### src/rtl/apb_pkg.sv
// Shared types and constants for the APB master bridge.
// Optional ACCESS-phase timeout is enabled by defining APB_TIMEOUT_EN.
`timescale 1ns/1ps
package apb_pkg;

    typedef enum logic [1:0] {
        ST_IDLE   = 2'd0,
        ST_SETUP  = 2'd1,
        ST_ACCESS = 2'd2,
        ST_RESP   = 2'd3
    } apb_state_e;

    localparam int          APB_ADDR_W   = 32;
    localparam int          APB_DATA_W   = 32;
    localparam logic [31:0] APB_ERR_DATA = 32'hDEADBEEF;

    function automatic logic is_misaligned(input logic [1:0] addr_lsb);
        return addr_lsb != 2'b00;
    endfunction

endpackage

### src/rtl/apb_timeout_ctr.sv
// ACCESS-phase wait counter used by the bridge when APB_TIMEOUT_EN is defined.
`timescale 1ns/1ps
module apb_timeout_ctr #(
    parameter int LIMIT = 255
) (
    input  logic clk_i,
    input  logic resetn_i,
    input  logic clr_i,
    input  logic inc_i,
    output logic expired_o
);

    localparam int             W    = $clog2(LIMIT + 1);
    localparam logic [W-1:0]   LAST = W'(LIMIT - 1);

    logic [W-1:0] cnt_q, cnt_d;

    always_comb begin
        cnt_d = cnt_q;
        if (clr_i) begin
            cnt_d = '0;
        end else if (inc_i) begin
            cnt_d = cnt_q + 1'b1;
        end
    end

    // Expires on the edge where the count reaches LIMIT, so ACCESS lasts LIMIT cycles.
    assign expired_o = inc_i && (cnt_q == LAST);

    always_ff @(posedge clk_i or negedge resetn_i) begin
        if (!resetn_i) begin
            cnt_q <= '0;
        end else begin
            cnt_q <= cnt_d;
        end
    end

endmodule

### src/rtl/apb_master_bridge.sv
// CPU valid/ready request to single APB SETUP/ACCESS transfer, one at a time.
// Define APB_TIMEOUT_EN to abort ACCESS after TIMEOUT_CYCLES without pready.
`timescale 1ns/1ps
module apb_master_bridge
    import apb_pkg::*;
#(
    parameter int ADDR_W         = APB_ADDR_W,
    parameter int DATA_W         = APB_DATA_W,
    parameter int TIMEOUT_CYCLES = 255
) (
    input  logic              clk_i,
    input  logic              resetn_i,
    input  logic              req_valid_i,
    output logic              req_ready_o,
    input  logic              req_write_i,
    input  logic [ADDR_W-1:0] req_addr_i,
    input  logic [DATA_W-1:0] req_wdata_i,
    output logic              rsp_valid_o,
    input  logic              rsp_ready_i,
    output logic [DATA_W-1:0] rsp_rdata_o,
    output logic              rsp_err_o,
    output logic              apb_psel_o,
    output logic              apb_penable_o,
    output logic              apb_pwrite_o,
    output logic [ADDR_W-1:0] apb_paddr_o,
    output logic [DATA_W-1:0] apb_pwdata_o,
    input  logic [DATA_W-1:0] apb_prdata_i,
    input  logic              apb_pready_i,
    input  logic              apb_pslverr_i,
    output logic [1:0]        dbg_state_o
);

    // Handshakes: a beat transfers on a rising edge where valid and ready are both 1;
    // valid holds its payload until then and ready never depends on valid.

    if (TIMEOUT_CYCLES < 1 || TIMEOUT_CYCLES > 65535) begin : g_bad_timeout
        $error("apb_master_bridge: TIMEOUT_CYCLES must be 1..65535");
    end

    apb_state_e        state_q, state_d;
    logic              psel_q, psel_d;
    logic              penable_q, penable_d;
    logic              pwrite_q, pwrite_d;
    logic [ADDR_W-1:0] paddr_q, paddr_d;
    logic [DATA_W-1:0] pwdata_q, pwdata_d;
    logic              rsp_valid_q, rsp_valid_d;
    logic [DATA_W-1:0] rsp_rdata_q, rsp_rdata_d;
    logic              rsp_err_q, rsp_err_d;
    logic              timeout_hit;

`ifdef APB_TIMEOUT_EN
    logic access_wait;
    logic setup_phase;
    assign access_wait = (state_q == ST_ACCESS) && !apb_pready_i;
    assign setup_phase = (state_q == ST_SETUP);

    apb_timeout_ctr #(.LIMIT(TIMEOUT_CYCLES)) u_timeout (
        .clk_i     (clk_i),
        .resetn_i  (resetn_i),
        .clr_i     (setup_phase),
        .inc_i     (access_wait),
        .expired_o (timeout_hit)
    );
`else
    assign timeout_hit = 1'b0;
`endif

    always_comb begin
        state_d     = state_q;
        psel_d      = psel_q;
        penable_d   = penable_q;
        pwrite_d    = pwrite_q;
        paddr_d     = paddr_q;
        pwdata_d    = pwdata_q;
        rsp_valid_d = rsp_valid_q;
        rsp_rdata_d = rsp_rdata_q;
        rsp_err_d   = rsp_err_q;
        case (state_q)
            ST_IDLE: begin
                if (req_valid_i) begin
                    if (is_misaligned(req_addr_i[1:0])) begin
                        state_d     = ST_RESP;
                        rsp_valid_d = 1'b1;
                        rsp_err_d   = 1'b1;
                        rsp_rdata_d = '0;
                    end else begin
                        state_d   = ST_SETUP;
                        psel_d    = 1'b1;
                        penable_d = 1'b0;
                        pwrite_d  = req_write_i;
                        paddr_d   = req_addr_i;
                        pwdata_d  = req_write_i ? req_wdata_i : '0;
                    end
                end
            end
            ST_SETUP: begin
                state_d   = ST_ACCESS;
                penable_d = 1'b1;
            end
            ST_ACCESS: begin
                // A completing pready takes priority over a timeout in the same cycle.
                if (apb_pready_i) begin
                    state_d     = ST_RESP;
                    psel_d      = 1'b0;
                    penable_d   = 1'b0;
                    rsp_valid_d = 1'b1;
                    rsp_err_d   = apb_pslverr_i;
                    rsp_rdata_d = pwrite_q ? '0 : apb_prdata_i;
                end else if (timeout_hit) begin
                    state_d     = ST_RESP;
                    psel_d      = 1'b0;
                    penable_d   = 1'b0;
                    rsp_valid_d = 1'b1;
                    rsp_err_d   = 1'b1;
                    rsp_rdata_d = DATA_W'(APB_ERR_DATA);
                end
            end
            ST_RESP: begin
                if (rsp_ready_i) begin
                    state_d     = ST_IDLE;
                    rsp_valid_d = 1'b0;
                end
            end
            default: state_d = ST_IDLE;
        endcase
    end

    always_ff @(posedge clk_i or negedge resetn_i) begin
        if (!resetn_i) begin
            state_q     <= ST_IDLE;
            psel_q      <= 1'b0;
            penable_q   <= 1'b0;
            pwrite_q    <= 1'b0;
            paddr_q     <= '0;
            pwdata_q    <= '0;
            rsp_valid_q <= 1'b0;
            rsp_rdata_q <= '0;
            rsp_err_q   <= 1'b0;
        end else begin
            state_q     <= state_d;
            psel_q      <= psel_d;
            penable_q   <= penable_d;
            pwrite_q    <= pwrite_d;
            paddr_q     <= paddr_d;
            pwdata_q    <= pwdata_d;
            rsp_valid_q <= rsp_valid_d;
            rsp_rdata_q <= rsp_rdata_d;
            rsp_err_q   <= rsp_err_d;
        end
    end

    // Held low while reset is asserted so every output reads 0 during reset.
    assign req_ready_o   = resetn_i && (state_q == ST_IDLE);
    assign rsp_valid_o   = rsp_valid_q;
    assign rsp_rdata_o   = rsp_rdata_q;
    assign rsp_err_o     = rsp_err_q;
    assign apb_psel_o    = psel_q;
    assign apb_penable_o = penable_q;
    assign apb_pwrite_o  = pwrite_q;
    assign apb_paddr_o   = paddr_q;
    assign apb_pwdata_o  = pwdata_q;
    assign dbg_state_o   = state_q;

endmodule

### config.mk
export PLATFORM = sky130hd
export DESIGN_NAME = apb_master_bridge
export DESIGN_NICKNAME = d
export VERILOG_FILES = /design/src/rtl/apb_pkg.sv /design/src/rtl/apb_timeout_ctr.sv /design/src/rtl/apb_master_bridge.sv
export SDC_FILE = /design/constraint.sdc
export NUM_CORES = 1
export LEC_CHECK = 0
export ABC_AREA = 1
export CORE_MARGIN = 5
export CORE_UTILIZATION = 42
export CTS_BUF_LIST = sky130_fd_sc_hd__clkbuf_8
export DETAILED_ROUTE_END_ITERATION = 7
export PLACE_DENSITY = 0.82
export REMOVE_ABC_BUFFERS = 1
export SLEW_MARGIN = 40
export SYNTH_ARGS = -nofsm -noshare
export SYNTH_HDL_FRONTEND = slang
export SYNTH_SLANG_ARGS = --single-unit
### constraint.sdc
create_clock -name clk_i -period 1.8 [get_ports clk_i]
set_clock_uncertainty 0.05 [all_clocks]
set_input_delay 0.36 -clock clk_i [delete_from_list [all_inputs] [get_ports clk_i]]
set_output_delay 0.36 -clock clk_i [all_outputs]
set_load 0.02 [all_outputs]
==> reports/metrics.cfg, run 1 <==
[die]
floorplan.core_area_um2=10200
floorplan.die_area_um2=12500
initial_utilization=0.426
die_height_um=112
rows=37
die_x_um=112
io-pin-count=207

[run]
max_cap_viol_count=0

[clock_tree]
cts.root.buffer_cell=clkbuf_8
clockBufferDepth=2
cts_buffers=9
clock_sink_count=103
clk_transition_reported_paths_ps=100
holdBufCountCts=0
clk-insertion-delay-late_ps=350
cts-htree-levels=3
tritoncts_clock_tree=done

[synthesis]
synth.top_cells.by_count=nand2_1, dfrtp_1, inv_1
combined_area_of_all_synthesized_cells_um2=4360
netlist-cell-type-count=20
yosys.cell_count.top_type=nand2_1
synth_warnings=0
synth-edff-count=0
postSynthAreaPerCell_um2=8.12
synthDominantAreaCellType=dfrtp_1
synth.ff_latch_count=103
syn-instance-count=537
yosysTopAreaCellShare=0.591
synth_area_leaders=dfrtp_1, nand2_1, inv_1
synth-seq-area-share=0.591
yosys_most_used_dff=dfrtp_1
share_of_async_settable_or_async_resettable_flops_after_synthesis=1.00

[power]
finalPower_mw=11.1
ir_drop_uv=1060
cellLeakagePower_nw=4.32
areal_power_density_over_the_cells_nw_per_um2=1600

[critical_path]
required_ps=1390
slowest_stage=clkdlybuf4s50_1
critical_path.n_buffers_inverters=1
cells_traversed_along_the_worst_timing_path=clkdlybuf4s50_1
slowest_delay_ps=640
setup.worst_path.end_class=output pin
reg2reg_from=dbg_state_o[0]
start_kind=register
crit-reg2reg-capture=rsp_rdata_o[7]
critPathArrivalTime_ps=1340
timing.setup.critical_path_class=reg -> out
timing.critical_path.fanout_max=2
top_cell_family_by_delay_on_the_critical_path=buffers and inverters
reg2regPathDepth=10
rrSetupSlack_ps=150

[hold_path]
worstHoldPathType=in -> async

[sta]
slew_limit_fails=0
max_freq_ghz=0.570
report.final.hold_viol_count=0
fin_hold_ws_ps=44.0
finalCriticalPeriod_ps=1750
finalSetupTns_ps=0
worst_slew_margin_rel=0.632
tightestPinTransition_ps=551
report.final.setup_viol=0
part_of_the_cycle_the_worst_path_needs=0.974

[finish]
final_layout_size_suffix_gt1_frac=0.0573
multi_input_comb_area_um2=1490
antenna_cells_inserted=0
fillerInstances=810
finish.utilization=0.679
post-route-cell-area_um2=6950
fin_nets=854
sequential_cell_area_um2=2580
areaGrowthSynthToFinish_pct=59.3

[drt]
ant_nets=0
firstDrtPassIters=4
postRouteWirelength_mm=12.6
vias=4098
route.detailed.vias_per_inst=4.63
routed_wire_length_per_instance_um=14.2
route.detailed.drc=0
detailedRoute.firstIterationViolations=300

[global_routing]
via_count_of_the_first_global_routing_pass=4210
gr_busiest_metal=met2
grt_pass1_wl_mm=20.5
met1_usage=0.241
grt.met3_usage=0.0543
grt_remaining_overflow=0
grt_util_all_layers=0.199
antenna_violations_before_repair=0
global_route.usage.met2=0.331
grt_start_max_net_pins=104

[placed_design]
port-buffer-count=206
hpwl_mm=9.15
gpl.final_weighted_congestion=0.843
dpl-instance-area_um2=6620

[outcome]
run_status=completed

worst reg2reg max path: stages, from the launching register on:
cell and delay, ps:
dfrtp_1 360, inv_1 70, buf_4 140, ha_2 200
nor2_2 190, clkinv_1 90, nand2_1 110, nor2_4 50
buf_12 160, nand2_1 70, nand2_1 60
worst max-delay path by stage:
stage	startpoint	end	slack, ps	cells after the start
4_1_cts	apb_pwdata_o[3]	apb_pwdata_o[3]	3	1
6_report	apb_pwdata_o[2]	apb_pwdata_o[2]	50	1
2_1_floorplan	dbg_state_o[0]	apb_pwdata_o[0]	-1010	6
5_1_grt	dbg_state_o[0]	rsp_rdata_o[30]	-6	9
3_5_place_dp	req_addr_i[1]	apb_pwdata_o[6]	-20	6
3_3_place_gp	req_addr_i[1]	apb_paddr_o[15]	30	6
layer usage:
| metal | part of all wire | up-vias |
|---|---|---|
| met5 | 0 | - |
| li1 | - | 1988 |
| met2 | 0.51 | 161 |
| met4 | 0.034 | 0 |
| met1 | 0.38 | 1916 |
| met3 | 0.072 | 33 |
layout make-up:
cell class / count / share of cell area
Sequential cell: 103 / 0.371
Multi-Input combinational cell: 365 / 0.214
Inverter: 46 / 0.0249
Clock inverter: 7 / 0.00936
Clock buffer: 9 / 0.0178
Timing Repair Buffer: 220 / 0.339
Tap cell: 136 / 0.0245
report_power, final:
part	internal (mW)	switching (mW)
Clock	0.532	0.843
Sequential	3.29	0.516
Combinational	2.61	3.35
sequential cells by signal (all words and copies together) (netlist names):
| name | count |
|---|---|
| apb_paddr_o | 32 |
| apb_penable_o | 1 |
| apb_psel_o | 1 |
| apb_pwdata_o | 32 |
| apb_pwrite_o | 1 |
| dbg_state_o | 2 |
| rsp_err_o | 1 |
| rsp_rdata_o | 32 |
| rsp_valid_o | 1 |
what timing repair did:
item | CTS | global route
gates resized for setup | 10 | 59
buffers inserted | 0 | 0
setup endpoints to repair | 7 | 104
endpoints found under the hold margin | 0 | 0
pin swaps | 0 | 0
stage by stage:
step                instances  setup slack, ps
CTS                       886             3.03
global route              886            -6.24
floorplan                 514            -1010
global placement          870             27.4
finish                    886             46.2
detailed placement        870            -17.2
cell families after synthesis:
logic type | after synthesis | synth area share
buffers and inverters | 69 | 0.0720
and+or+nand+nor | 352 | 0.312
adders and majority gates | 6 | 0.0172
DFF | 103 | 0.591
AOI/OAI and AO/OA | 7 | 0.00803
layout by cell type (no fill, tap or decap), drive strengths merged:
cell / netlist / final
or2: 2 / 2
clkdlybuf4s50: 0 / 146
dfrtp: 103 / 103
inv: 45 / 48
nand3: 4 / 4
dlymetal6s2s: 0 / 52
a21oi: 2 / 2
buf: 21 / 16
o21ai: 5 / 5
nand2: 305 / 305
clkbuf: 2 / 9
clkinvlp: 0 / 2
nand4: 1 / 1
dlygate4sd2: 0 / 6
nor2: 40 / 40
clkinv: 1 / 3
ha: 6 / 6
Note: power is estimated with default switching activity, not from simulation.
==> inputs of run 2 (changes only) <==
Settings changed: CORE_UTILIZATION 42 to 63, CTS_CLUSTER_SIZE from default to 12, DONT_BUFFER_PORTS from default to 1, PLACE_DENSITY 0.82 to 0.79.
==> reports/metrics.cfg, run 2 (synthesis gave the netlist of run 1 again) <==
[power]
ir_drop_uv=1310  ; was 1060 µV
cellLeakagePower_nw=2.75  ; was 4.32 nW
finalPower_mw=9.19  ; was 11.1 mW
areal_power_density_over_the_cells_nw_per_um2=1960  ; was 1600 nW/µm²

[clock_tree]
clk-insertion-delay-late_ps=350  ; about the same
clock_sink_count=103  ; unchanged
cts.root.buffer_cell=clkbuf_8  ; unchanged
clk_transition_reported_paths_ps=100  ; about the same
cts_buffers=9  ; unchanged
clockBufferDepth=2  ; unchanged
cts-htree-levels=3  ; unchanged
tritoncts_clock_tree=done  ; unchanged

[finish]
antenna_cells_inserted=0  ; unchanged
areaGrowthSynthToFinish_pct=7.35  ; was 59.3%
post-route-cell-area_um2=4680  ; was 6950 µm²
fin_nets=645  ; was 854
number_of_standard_cells_in_the_layout_taps_in_and_fillers_out=621  ; was 886
layout.cells.most_common=nand2_1  ; unchanged
most-common-layout-cells=nand2_1, dfrtp_1, inv_1  ; was nand2_1, clkdlybuf4s50_1, dfrtp_1
final_layout_size_suffix_gt1_frac=0.0721  ; was 0.0573

[critical_path]
start_kind=register  ; unchanged
timing.setup.critical_path_class=reg -> out  ; unchanged
required_ps=1390  ; about the same
critPathArrivalTime_ps=1300  ; was 1340 ps
setup.worst_path.end_class=output pin  ; unchanged
timing.critical_path.fanout_max=7  ; was 2

[placed_design]
place_inst=602  ; was 870
port-buffer-count=0  ; was 206
gpl.final_weighted_congestion=0.853  ; was 0.843
dpl-instance-area_um2=4420  ; was 6620 µm²
hpwl_mm=7.13  ; was 9.15 mm

[sta]
finalSetupTns_ps=0  ; unchanged
slew_limit_fails=0  ; unchanged
worst_slew_margin_rel=0.651  ; was 0.632
rsz0062_at_grt=no
tightestPinTransition_ps=519  ; was 551 ps
finalCriticalPeriod_ps=1710  ; was 1750 ps
report.final.hold_viol_count=103  ; was 0
part_of_the_cycle_the_worst_path_needs=0.948  ; was 0.974
report.final.setup_viol=0  ; unchanged
max_freq_ghz=0.586  ; was 0.570 GHz
fin_hold_ws_ps=-360  ; was 44.0 ps

[run]
max_cap_viol_count=0  ; unchanged

[drt]
firstDrtPassIters=6  ; was 4
ant_nets=0  ; unchanged
detailedRoute.firstIterationViolations=148  ; was 300
vias=3230  ; was 4098
route.detailed.drc=0  ; unchanged
route.detailed.vias_per_inst=5.20  ; was 4.63
routed_wire_length_per_instance_um=16.5  ; was 14.2 µm
postRouteWirelength_mm=10.2  ; was 12.6 mm

[global_routing]
grt_remaining_overflow=0  ; unchanged
grt_pass1_wl_mm=16.0  ; was 20.5 mm
via_count_of_the_first_global_routing_pass=3195  ; was 4210
grt_util_all_layers=0.236  ; was 0.199
grt_start_max_net_pins=105  ; was 104
antenna_violations_before_repair=0  ; unchanged

[hold_path]
worstHoldPathType=in -> async  ; unchanged

[die]
rows=30  ; was 37
initial_utilization=0.645  ; was 0.426
die_height_um=93.2  ; was 112 µm
floorplan.core_area_um2=6760  ; was 10200 µm²
floorplan.die_area_um2=8690  ; was 12500 µm²
die_x_um=93.2  ; was 112 µm
io-pin-count=207  ; unchanged

[outcome]
failed_checks=negative hold slack
run_status=complete, but fails checks  ; was completed

run 2: cell count changes in the layout (fill, tap and decap cells not counted), moves of 3 or more:
cell             before  now
dlymetal6s2s_1       52    0
buf_4                 8    5
clkdlybuf4s50_1     146    0
dlygate4sd2_1         6    0
run 2: path summary, 6_finish.rpt:
check | startpoint | end | slack [ps] | depth (start not counted)
setup / recovery | dbg_state_o[0] | req_ready_o | 90 | 4
min in group clk_i | req_addr_i[8] | apb_paddr_o[8] | 60 | 2
hold reg to reg | rsp_rdata_o[26] | rsp_rdata_o[26] | 570 | 2
setup reg to reg | dbg_state_o[0] | rsp_rdata_o[7] | 110 | 9
max in group asynchronous | resetn_i | apb_pwdata_o[20] | 1870 | 0
hold / removal | resetn_i | rsp_valid_o | -360 | 0
run 2: power by group:
part | internal, mW | leakage (nW) | switching, mW
combinational | 0.987 | 1.31 | 1.58
sequential | 3.29 | 1.35 | 1.97
clock | 0.561 | 0.0910 | 0.806
run 2: what timing repair did:
action | in CTS | in global routing
pin swaps | 1 | 2
hold endpoints to repair | 103 | 103
setup endpoints to repair | 34 | 34
cloned | 1 | 0
buffers inserted | 0 | 2
resized for setup | 3 | 4
run 2: worst max-delay path, stage by stage (launching register included):
cell     delay (ps)
dfrtp_1         390
inv_1           150
ha_4            200
nand2_1          60
inv_1           150
run 2: per-layer routing:
layer  vias up  wire, µm  GRT usage
li1       1567         -          -
met2       127      5350      0.395
met1      1520      3720      0.275
met5         -         0          0
met3        16       954     0.0893
met4         0       205     0.0891
run 2: final cells by class:
| cell class | instances | area (µm²) |
|---|---|---|
| Sequential cell | 103 | 2580 |
| Fill cell | 559 | 2080 |
| Multi-Input combinational cell | 366 | 1500 |
| Inverter | 46 | 173 |
| Clock buffer | 10 | 138 |
| Timing Repair Buffer | 10 | 138 |
| Tap cell | 80 | 100 |
| Clock inverter | 6 | 52.6 |
run 2: metrics by stage:
stage           util  worst slack, ps
4_1_cts        0.685             19.3
6_report       0.693             93.8
2_1_floorplan      -            -1010
3_3_place_gp   0.654            -22.1
5_1_grt        0.693             1.27
3_5_place_dp   0.654             -144
